## src/rtl/rv32_pkg.sv

```systemverilog
// rv32_pkg: shared RV32 constants and the fetch-entry layout used by fetch and decode
package rv32_pkg;
    localparam int XLEN = 32;
    localparam int FETCH_ENTRY_W = 2 * XLEN;
    localparam logic [XLEN-1:0] NOP_INSTR = 32'h0000_0013;
    localparam logic [XLEN-1:0] PC_STEP = 32'd4;
    typedef struct packed {
        logic [XLEN-1:0] pc;
        logic [XLEN-1:0] instr;
    } fetch_entry_t;
endpackage

```

## src/rtl/fetch_fifo.sv

```systemverilog
// fetch_fifo: first-word fall-through FIFO with synchronous flush
module fetch_fifo #(
    parameter int DEPTH = 2,
    parameter int W = 64
) (
    input  logic                   clk,
    input  logic                   rst_n,
    input  logic                   push,
    input  logic                   pop,
    input  logic                   flush,
    input  logic [W-1:0]           din,
    output logic [W-1:0]           dout,
    output logic                   full,
    output logic                   empty,
    output logic [$clog2(DEPTH):0] count
);
    localparam int AW = $clog2(DEPTH);
    logic [W-1:0] mem [DEPTH];
    logic [AW-1:0] rptr, wptr;
    always_ff @(posedge clk or negedge rst_n) begin
        if (!rst_n) begin
            rptr  <= '0;
            wptr  <= '0;
            count <= '0;
        end else if (flush) begin
            rptr  <= '0;
            wptr  <= '0;
            count <= '0;
        end else begin
            rptr  <= rptr + AW'(pop);
            wptr  <= wptr + AW'(push);
            count <= count + (AW+1)'(push) - (AW+1)'(pop);
        end
    end
    always_ff @(posedge clk)
        if (push && !flush) mem[wptr] <= din;
    assign dout  = mem[rptr];
    assign empty = count == '0;
    assign full  = count == (AW+1)'(DEPTH);
endmodule

```

## src/rtl/fetch_unit.sv

```systemverilog
// fetch_unit: owns the PC, fetches from combinational imem and buffers {pc, instr} for decode
module fetch_unit
    import rv32_pkg::*;
#(
    parameter logic [XLEN-1:0] RESET_PC = 32'h0000_0000,
    parameter int FIFO_DEPTH = 2
) (
    input  logic            clk,
    input  logic            rst_n,
    output logic [XLEN-1:0] imem_address,
    input  logic [XLEN-1:0] imem_instruction,
    input  logic            redirect_valid,
    input  logic [XLEN-1:0] redirect_pc,
    output logic            misaligned,
    output logic            out_valid,
    input  logic            out_ready,
    output logic [XLEN-1:0] out_pc,
    output logic [XLEN-1:0] out_instruction
);
    localparam int CW = $clog2(FIFO_DEPTH) + 1;
    logic [XLEN-1:0] pc;
    logic push, pop, full, empty;
    logic [CW-1:0] count;
    logic [FETCH_ENTRY_W-1:0] dout;
    fetch_entry_t head;
    fetch_fifo #(.DEPTH(FIFO_DEPTH), .W(FETCH_ENTRY_W)) u_fifo (
        .clk   (clk),
        .rst_n (rst_n),
        .push  (push),
        .pop   (pop),
        .flush (redirect_valid),
        .din   ({pc, imem_instruction}),
        .dout  (dout),
        .full  (full),
        .empty (empty),
        .count (count)
    );
    assign head = fetch_entry_t'(dout);
    assign out_valid = !empty;
    assign pop = out_valid && out_ready;
    // A full FIFO can still accept when the head leaves in the same cycle
    assign push = !redirect_valid && (!full || pop);
    assign imem_address = {2'b00, pc[XLEN-1:2]};
    assign out_pc = out_valid ? head.pc : '0;
    assign out_instruction = out_valid ? head.instr : NOP_INSTR;
    always_ff @(posedge clk or negedge rst_n) begin
        if (!rst_n) begin
            pc         <= RESET_PC;
            misaligned <= 1'b0;
        end else begin
            pc         <= redirect_valid ? {redirect_pc[XLEN-1:2], 2'b00} : push ? pc + PC_STEP : pc;
            misaligned <= redirect_valid && |redirect_pc[1:0];
        end
    end
    count_in_range: assert property (@(posedge clk) disable iff (!rst_n) count <= CW'(FIFO_DEPTH));
endmodule
```

## config.mk

```make
export PLATFORM = sky130hd
export DESIGN_NAME = fetch_unit
export DESIGN_NICKNAME = d
export VERILOG_FILES = /design/src/rtl/rv32_pkg.sv /design/src/rtl/fetch_fifo.sv /design/src/rtl/fetch_unit.sv
export SDC_FILE = /design/constraint.sdc
export NUM_CORES = 1
export LEC_CHECK = 0
export ABC_AREA = 1
export CORE_MARGIN = 3
export CORE_UTILIZATION = 41
export DETAILED_ROUTE_END_ITERATION = 16
export HOLD_SLACK_MARGIN = 0.1
export PLACE_DENSITY = 0.74
export SYNTH_ARGS = -nofsm -noshare
export SYNTH_HDL_FRONTEND = slang
export SYNTH_SLANG_ARGS = --single-unit
```

## constraint.sdc

```tcl
create_clock -name clk -period 4.1 [get_ports clk]
set_clock_uncertainty 0.2 [all_clocks]
set_input_delay 0.82 -clock clk [delete_from_list [all_inputs] [get_ports clk]]
set_output_delay 0.82 -clock clk [all_outputs]
set_load 0.03 [all_outputs]
```

==> impl.org <==
** Routing
- Detailed-routing iteration count for the pre-antenna-repair pass :: 6
- Via count of the routed design :: around 5400
- In the routed design, unresolved DRC markers number 0.
- Summed over all nets, wire length on met2 after detailed routing comes to 8090 µm.
- The count of nets left with antenna violations once routing finished came out at 0.
- Routed WL :: roughly 17000 µm
- Using the TritonRoute via totals, the vias-per-cell ratio works out to 4.96.
- Wire length on met1 :: a little over 7000 µm
- In the detailed route, the total length drawn on met3 is around 1300 µm.
- Avg WL per Cell :: 15.6 µm
- First DRT Iteration DRCs :: 400
- In this run the top signal layer used is met4.

** Critical path
- Length in cells of the worst reg-to-reg path :: 7
- STA classifies the critical path startpoint as a flop.
- In this run the worst path has a maximum fanout of 25.
- Required time at the endpoint of the critical path :: between 3000 and 4000 ps
- Worst setup EP type :: output pin
- Reg2reg setup slack :: 1550 ps
- Crit Reg-Reg Endpoint :: u_fifo.mem[0][16]$_DFFE_PP_
- WP data arrival :: between 2000 and 2500 ps
- In this run the critical register-to-register path is launched from u_fifo.count[1]$_DFF_PN0_.
- Critical path class :: flop to output pin

** GRT
- The first global-routing pass estimated around 27000 µm of wire.
- Entering global routing, the biggest net connects 64 pins.
- Gr ovfl total :: 0
- Vias in the first global route :: approximately 5400
- For this run, the total global-route usage over all layers was measured as 0.187.
- Number of antenna violations at the first check in global routing :: 0

** Clocking
- Clock latency on the worst-skew pair, taken at its later pin, is around 420 ps.
- The tree is rooted in a sky130_fd_sc_hd__clkbuf_16.
- Number of buffers created by CTS :: 17
- TritonCTS clock tree :: yes
- After clock tree synthesis, the setup repair step added 0 buffers.
- In this run the deepest clock path goes through 2 buffers.
- The clock tree synthesis step divided the H-tree into 4 levels.
- For this design, the sink count on the clock tree is approximately 160.
- Hold-fix buffers at CTS :: 0
- After clock tree synthesis, the clock-pin slew on the worst setup and hold paths is ~60 ps.
- Once the clock tree was built, the resizer swapped 0 gates to a different size.

** Die
- For this design the top-level I/O count stands at approximately 170.
- Measured along the y axis, the die boundary spans approximately 140 µm.
- After floorplanning, the core was divided into 47 placement rows.
- Area of the core region :: roughly 17000 µm²
- The die covers between 15000 and 20000 µm².
- Floorplan die width :: around 140 µm
- Initial core utilization :: 0.421

** Power and ir drop
- Combinational fraction of design power :: 0.188
- Power density normalized to cell area :: around 450 nW/µm²
- Switching power share of the total :: 0.281
- Of the total power, registers draw 0.461.
- Summed over all cells, the static leakage comes to between 3 and 4 nW.
- Power dissipated by switching net loads :: 1.21 mW
- Cell internal power was estimated by the tool at just over 3 mW.
- Worst VDD drop :: 297 µV
- The completed layout was analyzed and its total power is about 4.3 mW.
- Of the total power, the clock network draws 0.351.

** Finish
- Layout cell share with drive strength beyond 1 :: 0.0741
- Area delta synth->final :: 35.2%
- The final layout contains around 940 nets.
- The repair_antennas step left the layout with diodes totalling 0.
- Utilization after layout :: 0.569

** Placement
- At the placement stage, the worst setup path has a slack of just over 600 ps.
- Number of port buffers :: 161
- Once detailed placement completed, the half-perimeter wirelength came to 11500 µm.
- Gp weighted congestion :: about 0.91

** Hold path
- Critical hold path startpoint :: pc[28]$_DFFE_PN0P_
- Min-Delay Endpoint :: u_fifo.mem[1][60]$_DFFE_PP_
- Counting instances, the worst hold path has a depth of 0.
- The worst hold path belongs to the class flop to flop.

** Timing
- Peak Freq :: 0.289 GHz
- For the pin with the worst max-slew slack, the measured transition is 1080 ps.
- The count of final hold-check violations was 0.
- Unrepaired setup endpoints after global routing :: false
- In the finished design, the share of the clock period the worst path needs comes to 0.843.
- Final count of pins violating max slew :: 0
- Rel. slew slack :: 0.280
- After routing, the total negative slack on setup checks comes to 0 ps.
- For the finished layout, the period the worst path requires is between 3000 and 4000 ps.
- Final worst setup slack :: around 640 ps
- Setup violations remaining at the end of the flow were counted as 0.

** Synthesis
- sky130_fd_sc_hd__edfxtp_1 takes more of the synthesized area than any other cell.
- After synthesis, the largest family of logic cells by area is simple AND/OR/NAND/NOR gates.
- Synthesis handed over a netlist of 700 instances.
- Area share of fa/ha/maj cells after synthesis :: 0.00712
- For this run, the register share of the synthesized area comes to 0.654.
- A synthesized cell averages 10.0 µm².
- Post-synthesis simple-gate area fraction :: 0.212
- Post-synthesis instance area :: roughly 7000 µm²
- Post-synthesis sequential element count :: 159
- Cells taking the most area after synthesis :: sky130_fd_sc_hd__edfxtp_1, sky130_fd_sc_hd__nand2_1, sky130_fd_sc_hd__dfrtp_1, sky130_fd_sc_hd__a21oi_1, sky130_fd_sc_hd__nand3_1
- Synthesized-area fraction occupied by ao, oa, aoi and oai cells :: 0.0696
- During synthesis, Yosys emitted a total of 0 warnings.
- Xor/xnor cell area share of the yosys netlist :: 0.00872
- Of the post-synthesis cell area, the dominant cell type holds 0.530.
- Yosys mapped the design onto 37 distinct sky130hd cell types.
- Of the post-synthesis cell area, the part taken by muxes is 0.

** Job
- The tool flagged a number of max-cap violations equal to 0.

** Status
- The run finished with clean final reports.
-- worst max-delay path by stage --
stage                                          from                         end  slack, ps  cells after the start
after floorplan                           out_ready  u_fifo.mem[1][0]$_DFFE_PP_        580                      6
final                     u_fifo.count[0]$_DFF_PN0_          out_instruction[1]        640                      4
after detailed placement                  out_ready  u_fifo.mem[0][8]$_DFFE_PP_        620                      7
after CTS                 u_fifo.count[0]$_DFF_PN0_          out_instruction[1]        590                      4
after global routing      u_fifo.count[0]$_DFF_PN0_          out_instruction[0]        480                      4
after global placement                    out_ready  u_fifo.mem[0][8]$_DFFE_PP_        630                      7
-- cell type report --
cell class / count / area [µm²]
timing repair buffer: 172 / 1730
multi-input combinational: 464 / 2140
sequential: 159 / 4600
clock buffer: 17 / 425
tap: 220 / 275
inverter: 50 / 188
clock inverter: 15 / 145
fill: 1445 / 7200
-- routing by layer --
layer  vias to the layer above  track usage
met5                         -            0
met4                         0       0.0715
met3                        31       0.0452
met2                       221        0.302
met1                      2522        0.246
li1                       2663            -
-- per-stage QoR --
stage          instance area (µm²)  hold WS (ps)  cells
5_1_grt                       9510           409   1097
6_report                      9510           379   1097
3_5_place_dp                  8930           364   1065
2_1_floorplan                 7040           324    703
3_3_place_gp                  8930           366   1065
4_1_cts                       9510           383   1097
-- worst max-delay path: stages, from the launching register on --
cell	delay [ps]
sky130_fd_sc_hd__dfrtp_1	440
sky130_fd_sc_hd__nor2_4	560
sky130_fd_sc_hd__inv_1	220
sky130_fd_sc_hd__nand3_1	120
sky130_fd_sc_hd__clkdlybuf4s50_1	670
-- power by group through the flow --
| stage | combinational (mW) | sequential (mW) | clock [mW] |
|---|---|---|---|
| floorplan | 0.394 | 2.05 | 0 |
| global placement | 0.807 | 2.02 | 0 |
| detailed placement | 0.815 | 2.02 | 0 |
| CTS | 0.820 | 1.99 | 1.54 |
| global route | 0.879 | 2.00 | 1.61 |
| finish | 0.809 | 1.99 | 1.51 |
-- registers in the layout, summed over array words and instances, names as in the netlist --
| name | flops |
|---|---|
| u_fifo.wptr | 1 |
| u_fifo.rptr | 1 |
| u_fifo.mem | 124 |
| misaligned | 1 |
| u_fifo.count | 2 |
| pc | 30 |
-- Yosys cell counts --
| library cell | count |
|---|---|
| sky130_fd_sc_hd__nand2_1 | 244 |
| sky130_fd_sc_hd__edfxtp_1 | 124 |
| sky130_fd_sc_hd__a21oi_1 | 67 |
| sky130_fd_sc_hd__nand3_1 | 49 |
| sky130_fd_sc_hd__inv_1 | 45 |
| sky130_fd_sc_hd__nor2_1 | 41 |
| sky130_fd_sc_hd__dfrtp_1 | 35 |
| sky130_fd_sc_hd__clkbuf_1 | 16 |
| sky130_fd_sc_hd__nor2_2 | 9 |
| sky130_fd_sc_hd__o21ai_1 | 6 |
| sky130_fd_sc_hd__buf_2 | 5 |
| sky130_fd_sc_hd__inv_2 | 5 |
| sky130_fd_sc_hd__o21ai_0 | 5 |
| sky130_fd_sc_hd__xor2_1 | 5 |
| sky130_fd_sc_hd__buf_4 | 4 |
| sky130_fd_sc_hd__ha_1 | 4 |
| sky130_fd_sc_hd__o21bai_1 | 4 |
| sky130_fd_sc_hd__buf_1 | 3 |
| sky130_fd_sc_hd__nor2_4 | 3 |
| sky130_fd_sc_hd__nor3_1 | 3 |
| sky130_fd_sc_hd__o211ai_1 | 3 |
| sky130_fd_sc_hd__a22o_1 | 2 |
| sky130_fd_sc_hd__buf_6 | 2 |
| sky130_fd_sc_hd__nand2_2 | 2 |
| sky130_fd_sc_hd__xnor2_1 | 2 |
| sky130_fd_sc_hd__a211oi_1 | 1 |
| sky130_fd_sc_hd__a31oi_1 | 1 |
| sky130_fd_sc_hd__and2_1 | 1 |
| sky130_fd_sc_hd__and3_1 | 1 |
| sky130_fd_sc_hd__conb_1 | 1 |
| sky130_fd_sc_hd__nand2_4 | 1 |
| sky130_fd_sc_hd__nand3_2 | 1 |
| sky130_fd_sc_hd__nand3b_2 | 1 |
| sky130_fd_sc_hd__nand4_1 | 1 |
| sky130_fd_sc_hd__nor3b_1 | 1 |
| sky130_fd_sc_hd__o221ai_1 | 1 |
| sky130_fd_sc_hd__o22ai_1 | 1 |
-- layout by cell type (no fill, tap or decap), types with 5 or more instances in the layout --
| master | instances |
|---|---|
| sky130_fd_sc_hd__dfrtp_1 | 34 |
| sky130_fd_sc_hd__o21ai_1 | 6 |
| sky130_fd_sc_hd__nor2_1 | 40 |
| sky130_fd_sc_hd__inv_1 | 45 |
| sky130_fd_sc_hd__clkbuf_16 | 17 |
| sky130_fd_sc_hd__a21oi_1 | 67 |
| sky130_fd_sc_hd__nand2_1 | 244 |
| sky130_fd_sc_hd__nor2_2 | 9 |
| sky130_fd_sc_hd__xor2_1 | 5 |
| sky130_fd_sc_hd__nand3_1 | 49 |
| sky130_fd_sc_hd__buf_4 | 8 |
| sky130_fd_sc_hd__inv_2 | 5 |
| sky130_fd_sc_hd__clkdlybuf4s50_1 | 161 |
| sky130_fd_sc_hd__edfxtp_1 | 124 |
| sky130_fd_sc_hd__o21ai_0 | 5 |
-- cells by family after synthesis --
kind of cell	count (synthesis)
other cells	1
xor+xnor	7
simple gates	358
compound gates	91
buf+inv	80
fa+ha+maj	4
flops	159
No activity file was read; power rests on OpenSTA's default activity.
